===== src/rtl/stopwatch_ctrl_if.sv =====
// Signal bundle between the stopwatch pushbutton/counter side and stopwatch_ctrl.
// The master drives keys and live digits; the slave (controller) drives run/clear/display.
interface stopwatch_ctrl_if;
    logic       KEY_SS_N;
    logic       KEY_LR_N;
    logic [3:0] MIN;
    logic [3:0] TENSEC;
    logic [3:0] SEC;
    logic [3:0] DECISEC;
    logic [3:0] CENTISEC;
    logic       RUN;
    logic       CLEAR;
    logic       FREEZE;
    logic [3:0] DISP_MIN;
    logic [3:0] DISP_TENSEC;
    logic [3:0] DISP_SEC;
    logic [3:0] DISP_DECISEC;
    logic [3:0] DISP_CENTISEC;
    logic [1:0] STATE;

    modport master (
        output KEY_SS_N, KEY_LR_N, MIN, TENSEC, SEC, DECISEC, CENTISEC,
        input  RUN, CLEAR, FREEZE, STATE,
        input  DISP_MIN, DISP_TENSEC, DISP_SEC, DISP_DECISEC, DISP_CENTISEC
    );

    modport slave (
        input  KEY_SS_N, KEY_LR_N, MIN, TENSEC, SEC, DECISEC, CENTISEC,
        output RUN, CLEAR, FREEZE, STATE,
        output DISP_MIN, DISP_TENSEC, DISP_SEC, DISP_DECISEC, DISP_CENTISEC
    );
endinterface


===== src/rtl/stopwatch_ctrl.sv =====
// Run/lap/clear controller: synchronises and debounces two active-low keys,
// sequences counter enable/clear and holds a lap snapshot of the BCD digits.
module stopwatch_ctrl #(
    parameter int unsigned DEBOUNCE_CYCLES = 500000,
    parameter int unsigned CNT_W           = 20
) (
    input logic              CLK,
    input logic              RESET_N,
    stopwatch_ctrl_if.slave  bus
);

    typedef enum logic [1:0] {
        CLEARED = 2'b00,
        RUNNING = 2'b01,
        LAP     = 2'b10,
        STOPPED = 2'b11
    } state_e;

    logic [1:0] key_raw;
    logic [1:0] press;

    assign key_raw = {bus.KEY_LR_N, bus.KEY_SS_N};

    // Bit 0 is start/stop, bit 1 is lap/reset; each gets its own sync/debounce/edge path.
    for (genvar g = 0; g < 2; g++) begin : g_key
        logic             sync1_q, sync1_d;
        logic             sync2_q, sync2_d;
        logic             deb_q, deb_d;
        logic             press_q, press_d;
        logic [CNT_W-1:0] cnt_q, cnt_d;

        always_comb begin
            sync1_d = key_raw[g];
            sync2_d = sync1_q;
            deb_d   = deb_q;
            cnt_d   = '0;
            if (sync2_q != deb_q) begin
                if (cnt_q == CNT_W'(DEBOUNCE_CYCLES - 1)) begin
                    deb_d = sync2_q;
                    cnt_d = '0;
                end else begin
                    cnt_d = cnt_q + CNT_W'(1);
                end
            end
            // Pulse registered on the same edge the debounced level falls.
            press_d = deb_q & ~deb_d;
        end

        always_ff @(posedge CLK or negedge RESET_N) begin
            if (!RESET_N) begin
                sync1_q <= 1'b1;
                sync2_q <= 1'b1;
                deb_q   <= 1'b1;
                cnt_q   <= '0;
                press_q <= 1'b0;
            end else begin
                sync1_q <= sync1_d;
                sync2_q <= sync2_d;
                deb_q   <= deb_d;
                cnt_q   <= cnt_d;
                press_q <= press_d;
            end
        end

        assign press[g] = press_q;
    end

    logic        ss_ev;
    logic        lr_ev;
    state_e      state_q, state_d;
    logic        run_q, run_d;
    logic        clear_q, clear_d;
    logic [19:0] lap_q, lap_d;
    logic [19:0] live;
    logic [19:0] disp;
    logic        freeze;

    assign ss_ev = press[0];
    assign lr_ev = press[1];
    assign live  = {bus.MIN, bus.TENSEC, bus.SEC, bus.DECISEC, bus.CENTISEC};

    always_comb begin
        state_d = state_q;
        lap_d   = lap_q;
        clear_d = 1'b0;
        // Start/stop wins a same-cycle collision; the lap/reset event is dropped.
        case (state_q)
            CLEARED: begin
                if (ss_ev) state_d = RUNNING;
            end
            RUNNING: begin
                if (ss_ev) begin
                    state_d = STOPPED;
                end else if (lr_ev) begin
                    state_d = LAP;
                    lap_d   = live;
                end
            end
            LAP: begin
                if (ss_ev)      state_d = STOPPED;
                else if (lr_ev) state_d = RUNNING;
            end
            STOPPED: begin
                if (ss_ev) begin
                    state_d = RUNNING;
                end else if (lr_ev) begin
                    state_d = CLEARED;
                    clear_d = 1'b1;
                end
            end
            default: state_d = CLEARED;
        endcase
        run_d = (state_d == RUNNING) || (state_d == LAP);
    end

    always_ff @(posedge CLK or negedge RESET_N) begin
        if (!RESET_N) begin
            state_q <= CLEARED;
            run_q   <= 1'b0;
            clear_q <= 1'b0;
            lap_q   <= '0;
        end else begin
            state_q <= state_d;
            run_q   <= run_d;
            clear_q <= clear_d;
            lap_q   <= lap_d;
        end
    end

    assign freeze = (state_q == LAP);
    assign disp   = freeze ? lap_q : live;

    assign bus.STATE         = state_q;
    assign bus.RUN           = run_q;
    assign bus.CLEAR         = clear_q;
    assign bus.FREEZE        = freeze;
    assign bus.DISP_MIN      = disp[19:16];
    assign bus.DISP_TENSEC   = disp[15:12];
    assign bus.DISP_SEC      = disp[11:8];
    assign bus.DISP_DECISEC  = disp[7:4];
    assign bus.DISP_CENTISEC = disp[3:0];

endmodule

===== src/flat_wrapper.sv =====
// flat-port wrapper written by rule: the top's interface ports become plain ports
module stopwatch_ctrl_flat 
#(
    parameter int unsigned DEBOUNCE_CYCLES = 500000,
    parameter int unsigned CNT_W           = 20
)
  (CLK, RESET_N, bus_KEY_SS_N, bus_KEY_LR_N, bus_MIN, bus_TENSEC, bus_SEC, bus_DECISEC, bus_CENTISEC, bus_RUN, bus_CLEAR, bus_FREEZE, bus_STATE, bus_DISP_MIN, bus_DISP_TENSEC, bus_DISP_SEC, bus_DISP_DECISEC, bus_DISP_CENTISEC);
  stopwatch_ctrl_if bus_i ();
  input logic CLK;
  input logic RESET_N;
  input wire logic [$bits(bus_i.KEY_SS_N)-1:0] bus_KEY_SS_N;
  input wire logic [$bits(bus_i.KEY_LR_N)-1:0] bus_KEY_LR_N;
  input wire logic [$bits(bus_i.MIN)-1:0] bus_MIN;
  input wire logic [$bits(bus_i.TENSEC)-1:0] bus_TENSEC;
  input wire logic [$bits(bus_i.SEC)-1:0] bus_SEC;
  input wire logic [$bits(bus_i.DECISEC)-1:0] bus_DECISEC;
  input wire logic [$bits(bus_i.CENTISEC)-1:0] bus_CENTISEC;
  output wire logic [$bits(bus_i.RUN)-1:0] bus_RUN;
  output wire logic [$bits(bus_i.CLEAR)-1:0] bus_CLEAR;
  output wire logic [$bits(bus_i.FREEZE)-1:0] bus_FREEZE;
  output wire logic [$bits(bus_i.STATE)-1:0] bus_STATE;
  output wire logic [$bits(bus_i.DISP_MIN)-1:0] bus_DISP_MIN;
  output wire logic [$bits(bus_i.DISP_TENSEC)-1:0] bus_DISP_TENSEC;
  output wire logic [$bits(bus_i.DISP_SEC)-1:0] bus_DISP_SEC;
  output wire logic [$bits(bus_i.DISP_DECISEC)-1:0] bus_DISP_DECISEC;
  output wire logic [$bits(bus_i.DISP_CENTISEC)-1:0] bus_DISP_CENTISEC;
  assign bus_i.KEY_SS_N = bus_KEY_SS_N;
  assign bus_i.KEY_LR_N = bus_KEY_LR_N;
  assign bus_i.MIN = bus_MIN;
  assign bus_i.TENSEC = bus_TENSEC;
  assign bus_i.SEC = bus_SEC;
  assign bus_i.DECISEC = bus_DECISEC;
  assign bus_i.CENTISEC = bus_CENTISEC;
  assign bus_RUN = bus_i.RUN;
  assign bus_CLEAR = bus_i.CLEAR;
  assign bus_FREEZE = bus_i.FREEZE;
  assign bus_STATE = bus_i.STATE;
  assign bus_DISP_MIN = bus_i.DISP_MIN;
  assign bus_DISP_TENSEC = bus_i.DISP_TENSEC;
  assign bus_DISP_SEC = bus_i.DISP_SEC;
  assign bus_DISP_DECISEC = bus_i.DISP_DECISEC;
  assign bus_DISP_CENTISEC = bus_i.DISP_CENTISEC;
  stopwatch_ctrl #(.DEBOUNCE_CYCLES(DEBOUNCE_CYCLES), .CNT_W(CNT_W)) u_core (.CLK(CLK), .RESET_N(RESET_N), .bus(bus_i));
endmodule

===== config.mk =====
export PLATFORM = sky130hd
export DESIGN_NAME = stopwatch_ctrl_flat
export DESIGN_NICKNAME = d
export VERILOG_FILES = /design/src/rtl/stopwatch_ctrl_if.sv /design/src/rtl/stopwatch_ctrl.sv /design/src/flat_wrapper.sv
export SDC_FILE = /design/constraint.sdc
export NUM_CORES = 1
export LEC_CHECK = 0
export ABC_AREA = 0
export CORE_ASPECT_RATIO = 2
export CORE_MARGIN = 10
export CORE_UTILIZATION = 30
export DETAILED_ROUTE_END_ITERATION = 10
export SLEW_MARGIN = 20
export SYNTH_ARGS = -nofsm -noshare
export SYNTH_HDL_FRONTEND = slang
export SYNTH_SLANG_ARGS = --single-unit

===== constraint.sdc =====
create_clock -name CLK -period 1.8 [get_ports CLK]
set_clock_uncertainty 0.05 [all_clocks]
set_input_delay 0.27 -clock CLK [delete_from_list [all_inputs] [get_ports CLK]]
set_output_delay 0.27 -clock CLK [all_outputs]
set_load 0.05 [all_outputs]

* Word-level counts from Yosys, hierarchy flattened
Cells that the tools add are included.
** Storage, ports and cells
- Flip-flop bits (word level) :: 72
- Bits in latches :: 0
- Bits in writable memories :: 0
- Bits in read-only memories :: 0
- Input port bits :: 24
- Word-level logic and storage cells :: 53
- Memories kept :: 0
** Operators by class
- Add/sub/neg operators :: 2
- $mul :: 0
- Divide/modulo/power cells :: 0
- Order comparisons :: 0
- Eq/ne operators :: 9
- Shifts and indexed selects :: 0
- Mux-type cells :: 20
- Bitwise gates (word level) :: 5
- Reduce and logical (&&, ||, !) cells :: 3
** Operators by type and width (count)
- $mux 20 :: 5
- $add 20x1->20 const B :: 2
- $eq 20x19->1 const B :: 2
- $mux 2 :: 7
- $pmux 2 s4 :: 1
- $mux 1 :: 7
- $eq 2x2->1 const B :: 3
- $eq 2x1->1 const B :: 2
- $not 1->1 :: 3
- $reduce_and 3->1 :: 1
- $and 1x1->1 :: 2
- $logic_not 2->1 :: 1
- $ne 1x1->1 :: 2
- $logic_or 1x1->1 :: 1

* Logic depth before layout (Yosys ltp)
- Depth in word-level cells :: 5
- Gate-level depth with buffers :: 6
- Gate-level depth less buffers :: 5

* Worst setup path after synthesis
OpenSTA, ideal clock, no wires.
- Kind :: reg2out
- Start :: register u_core.state_q[1] (netlist: u_core.bus.STATE[1])
- End :: output bus_DISP_MIN[0]
- Data arrival time :: 2206 ps
- Data required time :: 1480 ps
- Path slack :: -726 ps
- Stages on the path, launching flop included :: 4
- Cells stage by stage :: dfrtp_1 nor2b_1 clkbuf_1 mux2_2
** On the way
- Word-level cells in the longest chain between the ends :: 2
** RTL lines
- start: declaration :: RTL line stopwatch_ctrl.sv:70 : state_e state_q, state_d;
- start signal: assignment :: RTL line stopwatch_ctrl.sv:123 : state_q <= state_d;
- $eq 2x2->1 :: RTL line stopwatch_ctrl.sv:130 : assign freeze = (state_q == LAP);
- via bus_FREEZE :: RTL line flat_wrapper.sv:20 : output wire logic [$bits(bus_i.FREEZE)-1:0] bus_FREEZE;
- $mux 20 :: RTL line stopwatch_ctrl.sv:131 : assign disp = freeze ? lap_q : live;
- end: declaration :: RTL line flat_wrapper.sv:22 : output wire logic [$bits(bus_i.DISP_MIN)-1:0] bus_DISP_MIN;
The timed path passes the listed nets, and every way through them passes these cells.

* Worst setup path in the final report
- Start :: register u_core.state_q[0] (netlist: u_core.bus.STATE[0])
- End :: output bus_DISP_SEC[0]
** On the way
- Word-level cells in the longest chain between the ends :: 2
** RTL lines
- $eq 2x2->1 :: RTL line stopwatch_ctrl.sv:130
- $mux 20 :: RTL line stopwatch_ctrl.sv:131
- end: declaration :: RTL line flat_wrapper.sv:24 : output wire logic [$bits(bus_i.DISP_SEC)-1:0] bus_DISP_SEC;
Every way passes these cells.

==> results.md <==
- Slew @ Worst Pin: 0.497 ns
- Top-count cell post-synth: dfrtp_1
- Overall power: 3.82 mW
- Yosys warns: 0
- DRC viols: 0
- Synth unique cells: 39
- Via count: 2729
- Global-route wire length before repair: 13900 microns
- IO Pins: 49
- Final Hold Viols: 0
- Top delay family on crit path: flip-flops
- Final wirelength: 8370 microns
- Ant. Diodes: 0
- CP Buf/Inv Count: 2
- Worst hold path type: in -> async
- Gr ovfl total: 0
- Sw Ratio: 0.224
- Required @ worst endpoint: 1.48 ns
- Sequential share of power: 0.433
- Iteration-0 DRC Markers: 98
- Clock transition at path regs: 0.06 ns
- Post-Syn Area: 3500 sq um
- Area grow syn2layout: 45.1%
- Power share of the clock group: 0.469
- Vias in the first global route: 2861
- PD cells: 753 nW/um^2
- Die width: 96.3 microns
- Mapped Nets: 337
- Die H: 173 microns
- IO Port Bufs: 48
- Post-synth EDFFs: 0
- Syn_area_per_cell: 11.2 sq um
- Worst-skew pair later-pin latency: 0.33 ns
- Total clock buffers created by CTS: 9
- Switch Pwr: 0.857 mW
- Ys flop type: dfrtp_1
- Root buffer cell: clkbuf_16
- Failing checks: setup timing
- Hold_ws: 0.258 ns
- Worst-path fanout max: 10
- Num rows: 55
- Slowest cell delay on critical path: 0.42 ns
- Synth async-reset ratio: 1.00
- Overall Global Routing Usage: 0.105
- Final worst path period need: 1.95 ns
- PnR worst setup slack: -0.147 ns
- TritonCTS clock tree: yes
- Final Setup Violations: 39
- Synth top area share: 0.472
- Initial Util: 0.308
- Unrepaired setup endpoints after global routing: true
- VDD IR-drop max: 0.486 mV
- CP Launch Type: flip-flop
- Setup CP Type: reg -> out
- Period utilisation layout: 1.08
- Drt wl/cell: 15.2 microns
- CP cell instances: nor2b_4, clkbuf_16, mux2_2, buf_6
- Gate power share: 0.098
- Ratio of cells with drive above 1 in the final layout: 0.378
- CP arrival: 1.63 ns
- Slowest cell on crit path: dfrtp_2
- FF+latch count, synth: 72
- Final HPWL DP: 6200 microns
- Full die area: 16600 sq um
- Post-DRT Antenna Nets: 0
- Via-per-instance ratio: 4.97
- Synth cell count leaders: dfrtp_1, mux2_2, nor2_1
- Gp weighted congestion: 0.814
- Worst slew margin: 0.665
- Pin count of the biggest net entering global routing: 41
- Initial antenna violation count: 0
- H-tree depth: 3
- Status: finished with violations
- Internal power: 2.97 mW
- Core ar.: 11400 sq um
- Area leader, netlist: dfrtp_1
- Mapped Cells: 311
- Lkg Pwr: 2.18 nW
- Slew Viols, Final: 0
- Maximum clock frequency: 514 MHz
- Clock Sinks: 72
- Synth top area cells: dfrtp_1, mux2_2, dfstp_2, xnor2_1, nor2_1
- Maxcap violations: 0
- Maximum clock path buffer count: 2
- 1st-pass router iterations: 4
- Register area share after synthesis: 0.517
- Crit. End Element: output port
- Nets: 428
-- final cells by class --
type | count | area, sq um
inverter | 8 | 30.0
clock inverter | 5 | 55.1
timing repair buffer | 89 | 1020
fill | 1073 | 6280
multi-input combinational | 222 | 1720
tap | 142 | 178
sequential | 72 | 1820
clock buffer | 11 | 253
-- placed cells by master (no fill, tap or decap), types with 3 or more instances in the layout --
| cell | Yosys | layout |
|---|---|---|
| a21oi_1 | 7 | 6 |
| nand4_1 | 21 | 21 |
| and3_1 | 4 | 4 |
| mux2_4 | 0 | 14 |
| nand3_1 | 13 | 13 |
| buf_12 | 0 | 18 |
| nor4b_1 | 4 | 3 |
| nor2_2 | 0 | 5 |
| buf_6 | 1 | 9 |
| dfrtp_1 | 66 | 61 |
| buf_4 | 0 | 36 |
| clkdlybuf4s50_1 | 0 | 22 |
| nand2_1 | 10 | 10 |
| and4_1 | 3 | 3 |
| nor4_1 | 9 | 7 |
| or3_1 | 3 | 3 |
| dfstp_2 | 6 | 6 |
| or4_1 | 3 | 3 |
| dfrtp_2 | 0 | 5 |
| xor2_1 | 14 | 14 |
| xnor2_1 | 17 | 17 |
| o21ai_0 | 8 | 7 |
| nor3_1 | 6 | 6 |
| nor2b_1 | 4 | 3 |
| inv_1 | 8 | 8 |
| nor2_1 | 38 | 31 |
| mux2_2 | 42 | 28 |
| clkbuf_16 | 0 | 11 |
-- state kept, by name, indices dropped and copies added (netlist names) --
| register | flops |
|---|---|
| u_core.bus.CLEAR | 1 |
| u_core.bus.RUN | 1 |
| u_core.bus.STATE | 2 |
| u_core.g_key.cnt_q | 40 |
| u_core.g_key.deb_q | 2 |
| u_core.g_key.press_q | 2 |
| u_core.g_key.sync1_q | 2 |
| u_core.g_key.sync2_q | 2 |
| u_core.lap_q | 20 |
-- kinds of logic after synthesis --
logic type | share of synthesized area
buffers and inverters | 0.0218
AO/OA/AOI/OAI | 0.0351
AND/OR/NAND/NOR | 0.203
XOR/XNOR | 0.0776
flip-flops | 0.517
adder cells (fa/ha/maj) | 0.00715
multiplexers | 0.138
-- worst register-to-register path: cells and delay by family, from the launching register on --
family	cells	cell delay [ns]
compound gates	2	0.25
buf+inv	1	0.19
flops	1	0.38
simple gates	2	0.90
-- path summary, 6_finish.rpt --
kind	startpoint	to	slack, ns	depth (start not counted)
min in group CLK	bus_KEY_SS_N	u_core.g_key[0].sync1_q$_DFF_PN1_	0.29	1
max reg2reg	u_core.g_key[1].cnt_q[14]$_DFF_PN0_	u_core.g_key[1].cnt_q[17]$_DFF_PN0_	-0.09	5
max	u_core.bus.STATE[0]$_DFF_PN0_	bus_DISP_SEC[0]	-0.15	4
min	RESET_N	u_core.lap_q[13]$_DFFE_PN0P_	0.26	2
max in group asynchronous	RESET_N	u_core.lap_q[6]$_DFFE_PN0P_	0.92	3
min reg2reg	u_core.g_key[0].sync1_q$_DFF_PN1_	u_core.g_key[0].sync2_q$_DFF_PN1_	0.30	0
-- per-layer routing --
metal | vias to the layer above | wire length, microns | global-route usage
li1 | 1305 | - | -
met1 | 1362 | 2900 | 0.100
met2 | 46 | 4810 | 0.194
met3 | 16 | 431 | 0.0252
met4 | 0 | 221 | 0.0566
met5 | - | 0 | 0
-- per-stage QoR --
step / setup WS [ns] / TNS (ns) / cell area (sq um) / std cells / utilization
after floorplan: -0.0399 / -0.946 / 3530 / 311 / -
after global placement: -0.0157 / -0.0157 / 4570 / 528 / 0.402
after detailed placement: -0.0590 / -0.0590 / 4570 / 528 / 0.402
after CTS: -0.206 / -4.54 / 5000 / 548 / 0.440
after global routing: -0.203 / -5.33 / 5070 / 549 / 0.447
final: -0.147 / -3.41 / 5070 / 549 / 0.447
-- power by group through the flow --
stage	registers [mW]	logic (mW)	clock network (mW)
5_1_grt	1.66	0.401	1.90
3_5_place_dp	1.68	0.351	0
3_3_place_gp	1.68	0.348	0
6_report	1.65	0.374	1.79
4_1_cts	1.65	0.372	1.85
2_1_floorplan	1.68	0.148	0
-- what timing repair did --
item / 4_1_cts / 5_1_grt
buffers inserted: 1 / 0
gates cloned: 2 / 1
endpoints found under the setup margin: 23 / 59
hold endpoints to repair: 43 / 0
hold buffers: 1 / 0
resized for setup: 16 / 23
pin swaps: 1 / 2
No activity file was read; power rests on OpenSTA's default activity.
